<file path="config.mk">
export PLATFORM = sky130hd
export DESIGN_NAME = mmc_sched_ctrl
export DESIGN_NICKNAME = d
export VERILOG_FILES = /design/src/rtl/mmc_pkg.sv /design/src/rtl/mmc_strobe_pipe.sv /design/src/rtl/mmc_sched_ctrl.sv
export SDC_FILE = /design/constraint.sdc
export NUM_CORES = 1
export LEC_CHECK = 0
export BUFFER_PORTS_ARGS = -buffer_cell sky130_fd_sc_hd__buf_2
export CAP_MARGIN = 20
export CELL_PAD_IN_SITES_DETAIL_PLACEMENT = 0
export CELL_PAD_IN_SITES_GLOBAL_PLACEMENT = 1
export CORE_ASPECT_RATIO = 1.25
export CORE_MARGIN = 2
export CORE_UTILIZATION = 42
export DETAILED_ROUTE_END_ITERATION = 12
export HOLD_SLACK_MARGIN = 0.06
export PLACE_DENSITY = 0.87
export SKIP_LAST_GASP = 1
export SLEW_MARGIN = 20
export SYNTH_ARGS = -nofsm -noshare
export SYNTH_HDL_FRONTEND = slang
export SYNTH_HIERARCHICAL = 1
export SYNTH_SLANG_ARGS = --single-unit
</file>
<file path="constraint.sdc">
create_clock -name clk -period 4.4 [get_ports clk]
set_input_delay 0.88 -clock clk [delete_from_list [all_inputs] [get_ports clk]]
set_output_delay 0.88 -clock clk [all_outputs]
set_load 0.01 [all_outputs]
</file>
<file path="src/rtl/mmc_pkg.sv">
// Shared types and constants for the matrix-multiply sequencer.
package mmc_pkg;

  typedef enum logic [2:0] {
    S_IDLE,
    S_ISSUE,
    S_WAIT,
    S_DRAIN,
    S_DONE
  } state_t;

  localparam int N_DEF       = 32;
  localparam int LANES_DEF   = 4;
  localparam int ACC_W       = 21;
  localparam int MEM_LAT_DEF = 1;

  // Address widths for the default configuration
  localparam int AW_DEF = $clog2(N_DEF * N_DEF);
  localparam int BW_DEF = $clog2(N_DEF * N_DEF / LANES_DEF);

endpackage

</file>
<file path="src/rtl/mmc_strobe_pipe.sv">
// Delays rd_en by the SRAM read latency and splits the returned datum
// into clear-and-load (first k of a group) or accumulate strobes.
module mmc_strobe_pipe #(
  parameter int MEM_LAT = 1
) (
  input  logic clk,
  input  logic rst,
  input  logic clr,
  input  logic vld_in,
  input  logic first_in,
  output logic mac_clr,
  output logic mac_en
);

  logic [MEM_LAT-1:0] vld_pipe;
  logic [MEM_LAT-1:0] first_pipe;

  // Shift {valid, first_k} one stage per cycle; abort flushes in-flight reads
  always_ff @(posedge clk or posedge rst) begin
    if (rst) begin
      vld_pipe   <= '0;
      first_pipe <= '0;
    end else if (clr) begin
      vld_pipe   <= '0;
      first_pipe <= '0;
    end else begin
      vld_pipe[0]   <= vld_in;
      first_pipe[0] <= first_in;
      for (int i = 1; i < MEM_LAT; i++) begin
        vld_pipe[i]   <= vld_pipe[i-1];
        first_pipe[i] <= first_pipe[i-1];
      end
    end
  end

  assign mac_clr = vld_pipe[MEM_LAT-1] &  first_pipe[MEM_LAT-1];
  assign mac_en  = vld_pipe[MEM_LAT-1] & ~first_pipe[MEM_LAT-1];

endmodule

</file>
<file path="src/rtl/mmc_sched_ctrl.sv">
// Sequencer for the four-lane matrix-multiply datapath: issues A/B reads,
// strobes the MACs and drains lane results to C memory.
// Optional build macro MMC_PERF_CNT_EN adds cycle/stall counters.
module mmc_sched_ctrl
  import mmc_pkg::*;
#(
  parameter int N       = N_DEF,
  parameter int LANES   = LANES_DEF,
  parameter int MEM_LAT = MEM_LAT_DEF
) (
  input  logic                            clk,
  input  logic                            rst,
  input  logic                            start,
  input  logic                            abort,
  output logic                            busy,
  output logic                            done,
  output logic [$clog2(N*N)-1:0]          addr_a,
  output logic [$clog2(N*N/LANES)-1:0]    addr_b,
  output logic                            rd_en,
  output logic                            mac_clr,
  output logic                            mac_en,
  output logic [$clog2(LANES)-1:0]        lane_sel,
  output logic                            wr_valid,
  output logic [$clog2(N*N)-1:0]          wr_addr,
`ifdef MMC_PERF_CNT_EN
  output logic [31:0]                     cyc_cnt,
  output logic [31:0]                     stall_cnt,
`else
`endif
  input  logic                            wr_ready
);

  localparam int RW = $clog2(N);
  localparam int GW = $clog2(N / LANES);
  localparam int LW = $clog2(LANES);
  localparam logic [1:0] W_LAST = 2'(MEM_LAT);

  state_t         state, nxt;
  logic [RW-1:0]  row, k;
  logic [GW-1:0]  grp;
  logic [LW-1:0]  lane;
  logic [1:0]     wcnt;
  logic           kill;

  // Abort only matters once a job is running
  assign kill = abort && (state != S_IDLE);

  // N, LANES and N/LANES are powers of two, so the address formulas are concatenations
  assign addr_a   = {row, k};
  assign addr_b   = {k, grp};
  assign wr_addr  = {row, grp, lane};
  assign lane_sel = lane;

  // State register
  always_ff @(posedge clk or posedge rst) begin
    if (rst) state <= S_IDLE;
    else     state <= nxt;
  end

  // Next-state and handshake outputs
  always_comb begin
    nxt      = state;
    rd_en    = 1'b0;
    wr_valid = 1'b0;
    done     = 1'b0;
    busy     = (state != S_IDLE);
    case (state)
      S_IDLE:  if (start && !abort) nxt = S_ISSUE;
      S_ISSUE: begin
        rd_en = 1'b1;
        if (k == '1) nxt = S_WAIT;
      end
      S_WAIT:  if (wcnt == W_LAST) nxt = S_DRAIN;
      S_DRAIN: begin
        wr_valid = 1'b1;
        if (wr_ready && lane == '1)
          nxt = (grp == '1 && row == '1) ? S_DONE : S_ISSUE;
      end
      S_DONE: begin
        done = 1'b1;
        nxt  = S_IDLE;
      end
      default: nxt = S_IDLE;
    endcase
    if (kill) nxt = S_IDLE;
  end

  // Loop counters: k during ISSUE, wcnt during WAIT, lane/grp/row on drain handshakes
  always_ff @(posedge clk or posedge rst) begin
    if (rst) begin
      row <= '0; grp <= '0; k <= '0; lane <= '0; wcnt <= '0;
    end else if (kill) begin
      row <= '0; grp <= '0; k <= '0; lane <= '0; wcnt <= '0;
    end else begin
      case (state)
        S_ISSUE: k <= (k == '1) ? '0 : k + 1'b1;
        S_WAIT:  wcnt <= (wcnt == W_LAST) ? '0 : wcnt + 1'b1;
        S_DRAIN: begin
          if (wr_ready) begin
            if (lane == '1) begin
              lane <= '0;
              if (grp != '1) begin
                grp <= grp + 1'b1;
              end else begin
                grp <= '0;
                row <= (row == '1) ? '0 : row + 1'b1;
              end
            end else begin
              lane <= lane + 1'b1;
            end
          end
        end
        default: ;
      endcase
    end
  end

  mmc_strobe_pipe #(.MEM_LAT(MEM_LAT)) u_pipe (
    .clk      (clk),
    .rst      (rst),
    .clr      (kill),
    .vld_in   (rd_en),
    .first_in (k == '0),
    .mac_clr  (mac_clr),
    .mac_en   (mac_en)
  );

`ifdef MMC_PERF_CNT_EN
  // Cycle/stall counters: cleared when a job is accepted, frozen while idle
  always_ff @(posedge clk or posedge rst) begin
    if (rst) begin
      cyc_cnt   <= '0;
      stall_cnt <= '0;
    end else if (state == S_IDLE) begin
      if (start && !abort) begin
        cyc_cnt   <= '0;
        stall_cnt <= '0;
      end
    end else begin
      cyc_cnt <= cyc_cnt + 32'd1;
      if (state == S_DRAIN && !wr_ready) stall_cnt <= stall_cnt + 32'd1;
    end
  end
`else
  // Performance counters are not built in this configuration
`endif

endmodule

</file>
; Word level (Yosys, flattened, before mapping)
; Index checks and enable logic that the tools add are counted.
[totals]
reg_bits = 22
latchBits = 0
ram_bits = 0
mem_bits_ro = 0
input_bits = 5
out_inout_bits = 36
word_cells = 81
mem_count = 0
[op_classes]
n_addsub = 5
mul = 0
div_mod_pow = 0
order_cmp = 0
n_eq_ne = 15
shifts = 0
n_mux = 33
bitwise = 3
n_reduce_logical = 17
[op_table]
columns = operator, n
row1 = two-way mux 5 bit, 9
row2 = two-way mux 3 bit, 11
row3 = "!= test 3 bit, second input constant", 5
row4 = two-way mux 2 bit, 7
row5 = one-hot mux 3 bit (4 select lines), 1
row6 = "adder 5 x 1 -> 5 bit, second input constant", 2
row7 = "equality test 5 bit, second input constant", 2
row8 = nonzero test 2 bit, 5
row9 = AND reduction 4 bit, 2
row10 = "equality test 3 x 2 -> 1 bit, second input constant", 2
row11 = "equality test 3 bit, second input constant", 2
row12 = logical NOT 5 bit, 1
row13 = two-way mux 1 bit, 5
row14 = "adder 2 x 1 -> 2 bit, second input constant", 2
row15 = logical AND 1 bit, 4
row16 = "adder 3 x 1 -> 3 bit, second input constant", 1
row17 = "equality test 3 x 1 -> 1 bit, second input constant", 1
row18 = logical NOT 3 bit, 1
row19 = AND reduction 3 bit, 1
row20 = nonzero test 3 bit, 1
row21 = AND 1 bit, 2
row22 = "equality test 2 x 1 -> 1 bit, second input constant", 1
row23 = "equality test 2 bit, second input constant", 1
row24 = "!= test 2 bit, second input constant", 1
row25 = 3 further kinds, 3

; Longest topological paths before layout
[logic_depth]
ltp_word = 7
depth_mapped = 6
ltp_nobuf = 6

; Modules after synthesis
; Netlist, hierarchy kept.
[modules_own_cells]
columns = mod, instances, cells_each, area_per_inst_um2, seq_area_each_um2
row1 = mmc_sched_ctrl, 1, 143, 1388.8, 500.5
row2 = mmc_strobe_pipe, 1, 7, 83.8, 50.0

; Worst setup path before layout
; Ideal clock, no wire load.
[synth_timing]
path_type = register -> output
from = reg state[1]
to = out done
t_arrival_ns = 0.992
required_time_ns = 3.520
slack_ns = 2.528
path_stages_with_launch = 4
n_path_buf = 2
path_cell_list = dfrtp_1 -> buf_6 -> clkbuf_1 -> nor3b_1
[synth_via]
elab_chain_len = 2
[synth_lines]
columns = element, line
row1 = from (decl), mmc_sched_ctrl.sv:38  ; state_t state, nxt;
row2 = from (signal assigned), mmc_sched_ctrl.sv:57  ; else state <= nxt;
row3 = equality test 3 bit, mmc_sched_ctrl.sv:67  ; case (state)
row4 = two-way mux 1 bit, mmc_sched_ctrl.sv:67
row5 = to (decl), mmc_sched_ctrl.sv:16  ; output logic done,
; Every way passes these cells.

; Worst setup path in the final report
[layout_timing]
from = reg state[0]
to = out rd_en
[layout_via]
elab_chain_len = 2
[layout_lines]
columns = element, line
row1 = equality test 3 x 1 -> 1 bit, mmc_sched_ctrl.sv:67
row2 = two-way mux 1 bit, mmc_sched_ctrl.sv:67
row3 = to (decl), mmc_sched_ctrl.sv:19  ; output logic rd_en,
; Every way passes these cells.

==> impl_results.md <==
* Power per cell area at between 300 and 400 mW/mm2
* Crit-path cells: nor3b_2, buf_2
* CP Data Required Time at 3.52 ns
* Post-Synthesis Cell Area at approximately 0.0015 mm2
* Cts hold-fix bufs at 0
* Period utilisation layout at a little over half
* Hold Worst Slack at 0.455 ns
* ANT nets after route at 0
* Slew Limit Fails at 0
* Worst slew pin tran at between 0.7 and 0.8 ns
* Worst-Skew Late Latency at approximately 0.26 ns
* Startpoint Class: register
* Clock period minus final worst setup slack at approximately 2.4 ns
* Setup crit end kind: output pin
* Sequential fraction of the synthesis area at between 30 and 40%
* CTS sink cnt at 22
* Max Cap Viol at 0
* DRT Pass-1 Iters at 5
* CP max-delay cell: dfrtp_1
* P&R area growth vs syn at 12.0%
* Initial Util at a little over two fifths
* GR Overflow Total at 0
* Vias at 1,160
* Leakage power at slightly above 0.0009 uW
* Register bit total from synthesis at 22
* Internal power at between 400 and 500 uW
* Most common cell in the netlist: dfrtp_1
* NetSw at 209 uW
* Gate count of the mapped netlist at 150
* Nets at ~190
* Clock buffer count from CTS at 3
* Final Hold Viols at 0
* Die height at about 70 um
* Max Buffers Root-to-Sink at 2
* TritonCTS clock tree: yes
* Crit path buf inv count at 1
* FP Rows at 24
* Netlist cell types at 46
* Vias/cell at approximately 5.5
* DP Wirelength at between 2000 and 2500 um
* Placed cell areas at 0.00158 mm2
* Fillcell total at about 340
* Yosys warns at 6
* Most area-consuming cells after synthesis: dfrtp_1 37%, buf_4 7.6%, ha_1 6.8%
* GPL Wtd Cong at 0.737
* # DRC at 0
* Root Buffer: clkbuf_8
* CP arrival at 1.52 ns
* Initial antenna violation count at 0
* Synth cell count leaders: 22 x dfrtp_1, 15 x buf_4, 8 x ha_1
* First-pass GRT wire length at 4840 um
* Post-CTS setup buffer count at 0
* Input/output buffers at 40
* RSZ-0062 raised after global routing: false
* Relative slew slack at between 40% and 50%
* Largest net degree at the start of global routing at 21
* Resize count post-CTS at 0
* Levels on crit path at 2
* Post-synth EDFFs at 0
* Clock Power Share at 28.7%
* Setup TNS Final at 0 ns
* Antenna Cells at 0
* Sequential fraction of design power at roughly two fifths
* Synth Area per Inst at between 9 and 10 um2
* Via count of the first global-routing pass at 1,090
* Proportion of layout cells with a drive suffix above 1 at a little under a third
* Mapped Nets at around 160
* I/O Pins at between 40 and 50
* Worst hold path class: input pin to async pin
* Synth top area share at a little under two fifths
* DRT iter0 DRCs at 35
* Clock transition at the registers of the reported paths at roughly 0.080 ns
* Overall die width at 57.0 um
* Comb pwr share at about 31%
* Setup slack, reg-to-reg at 2.45 ns
* Design Area, Final at 0.00165 mm2
* Worst path max stage delay at ~0.6 ns
* CTS H-tree depth at 1
* FMAX at about 0.42 GHz
* Final WL at 2960 um
* Crit path max-delay family: flip-flops
* Switch share at between 30% and 40%
* Total track usage at around 15%
* Top cell type by total area after synthesis: dfrtp_1
* WS Path Type: register to output pin
* Core ar. at roughly 0.0034 mm2
* Worst VDD drop at between 0.2 and 0.25 mV
* Wire per inst at between 10 and 15 um
* Endpoints failing setup at 0
* Worst Path Max Fanout at 14
* Synth Flop Type: dfrtp_1
* Final Util at 48.2%
* Die Area at approximately 0.004 mm2
* Clock Skews at around 0.0016 ns
* Asr flop ratio synth at 100%
* Outcome: complete, no violations
* Number of cells on the worst reg-to-reg path at 6
-- worst register-to-register path, stage by stage (launching register included) --
cell     delay, ns
dfrtp_1       0.44
ha_1          0.25
and3_1        0.19
ha_1          0.27
a21bo_2       0.22
a221o_1       0.31
a32oi_2       0.20
-- worst paths after layout --
check	startpoint	end
worst max-delay path	state[0]$_DFFE_PP0P_	rd_en
worst min-delay path	rst	u_pipe/vld_pipe$_DFF_PP0_
worst max register to register	row[0]$_DFFE_PP0P_	state[0]$_DFFE_PP0P_
worst min register to register	wcnt[1]$_DFFE_PP0P_	wcnt[1]$_DFFE_PP0P_
max in group asynchronous	rst	state[2]$_DFFE_PP0P_
min in group clk	wcnt[1]$_DFFE_PP0P_	wcnt[1]$_DFFE_PP0P_
-- layer usage --
layer	wire (um)	share of wire [%]	vias to the layer above	global-route usage, %
met2	1460	49	28	23.8
met3	107	3.6	4	2.41
met4	34	1.1	0	6.98
met1	1350	46	553	19.8
met5	0	0	-	0
li1	-	-	575	-
-- power groups by stage --
stage	Combinational, uW	Sequential (uW)	Clock (uW)
6_report	204	265	189
5_1_grt	226	272	201
4_1_cts	209	265	194
3_5_place_dp	208	270	0
3_3_place_gp	201	266	0
2_1_floorplan	167	259	0
-- cells by family after synthesis --
family                   synth area share [%]
multiplexers                             2.72
AO/OA/AOI/OAI                            15.6
buffers and inverters                    11.3
flip-flops                               37.4
AND/OR/NAND/NOR                          26.2
adder cells (fa/ha/maj)                  6.80
-- layout make-up --
cell class | count | area [um2] | share of cell area, %
Sequential cell | 22 | 551 | 33.4
Clock inverter | 1 | 30.0 | 1.82
Tap cell | 39 | 48.8 | 2.96
Timing Repair Buffer | 40 | 200 | 12.1
Clock buffer | 3 | 41.3 | 2.50
Multi-Input combinational cell | 101 | 756 | 45.8
Inverter | 6 | 22.5 | 1.37
-- metrics by stage --
stage / setup WS, ns / std cells / total power, uW
after global placement: 2.33 / 208 / 467
final: 2.00 / 212 / 658
after CTS: 1.98 / 212 / 668
after floorplan: 2.53 / 150 / 426
after detailed placement: 2.28 / 208 / 477
after global routing: 1.89 / 212 / 699
-- registers in the layout, indices dropped and copies added (netlist names) --
signal,flops
lane_sel,2
grp,3
wcnt,2
k,5
u_pipe/first_pipe,1
u_pipe/vld_pipe,1
state,3
row,5
-- cell usage in the layout (no fill, tap or decap), types with 2 or more instances in the layout --
cell      instances
buf_2            40
dfrtp_1          22
ha_1              8
nand3_1           7
nand2_1           7
nor2_1            6
a21oi_1           6
inv_1             6
o21ai_1           5
and2_1            4
mux2i_1           4
o21ai_0           4
o21a_1            3
nor3b_1           3
nand2b_1          3
and3b_1           3
clkbuf_8          3
and4b_1           2
nor3_1            2
o31ai_1           2
nand4b_1          2
or4_1             2
nor2b_1           2
and3_1            2
nor4b_1           2
o32ai_1           2
a21o_1            2
and2b_2           2
(Power assumes the default switching activity.)
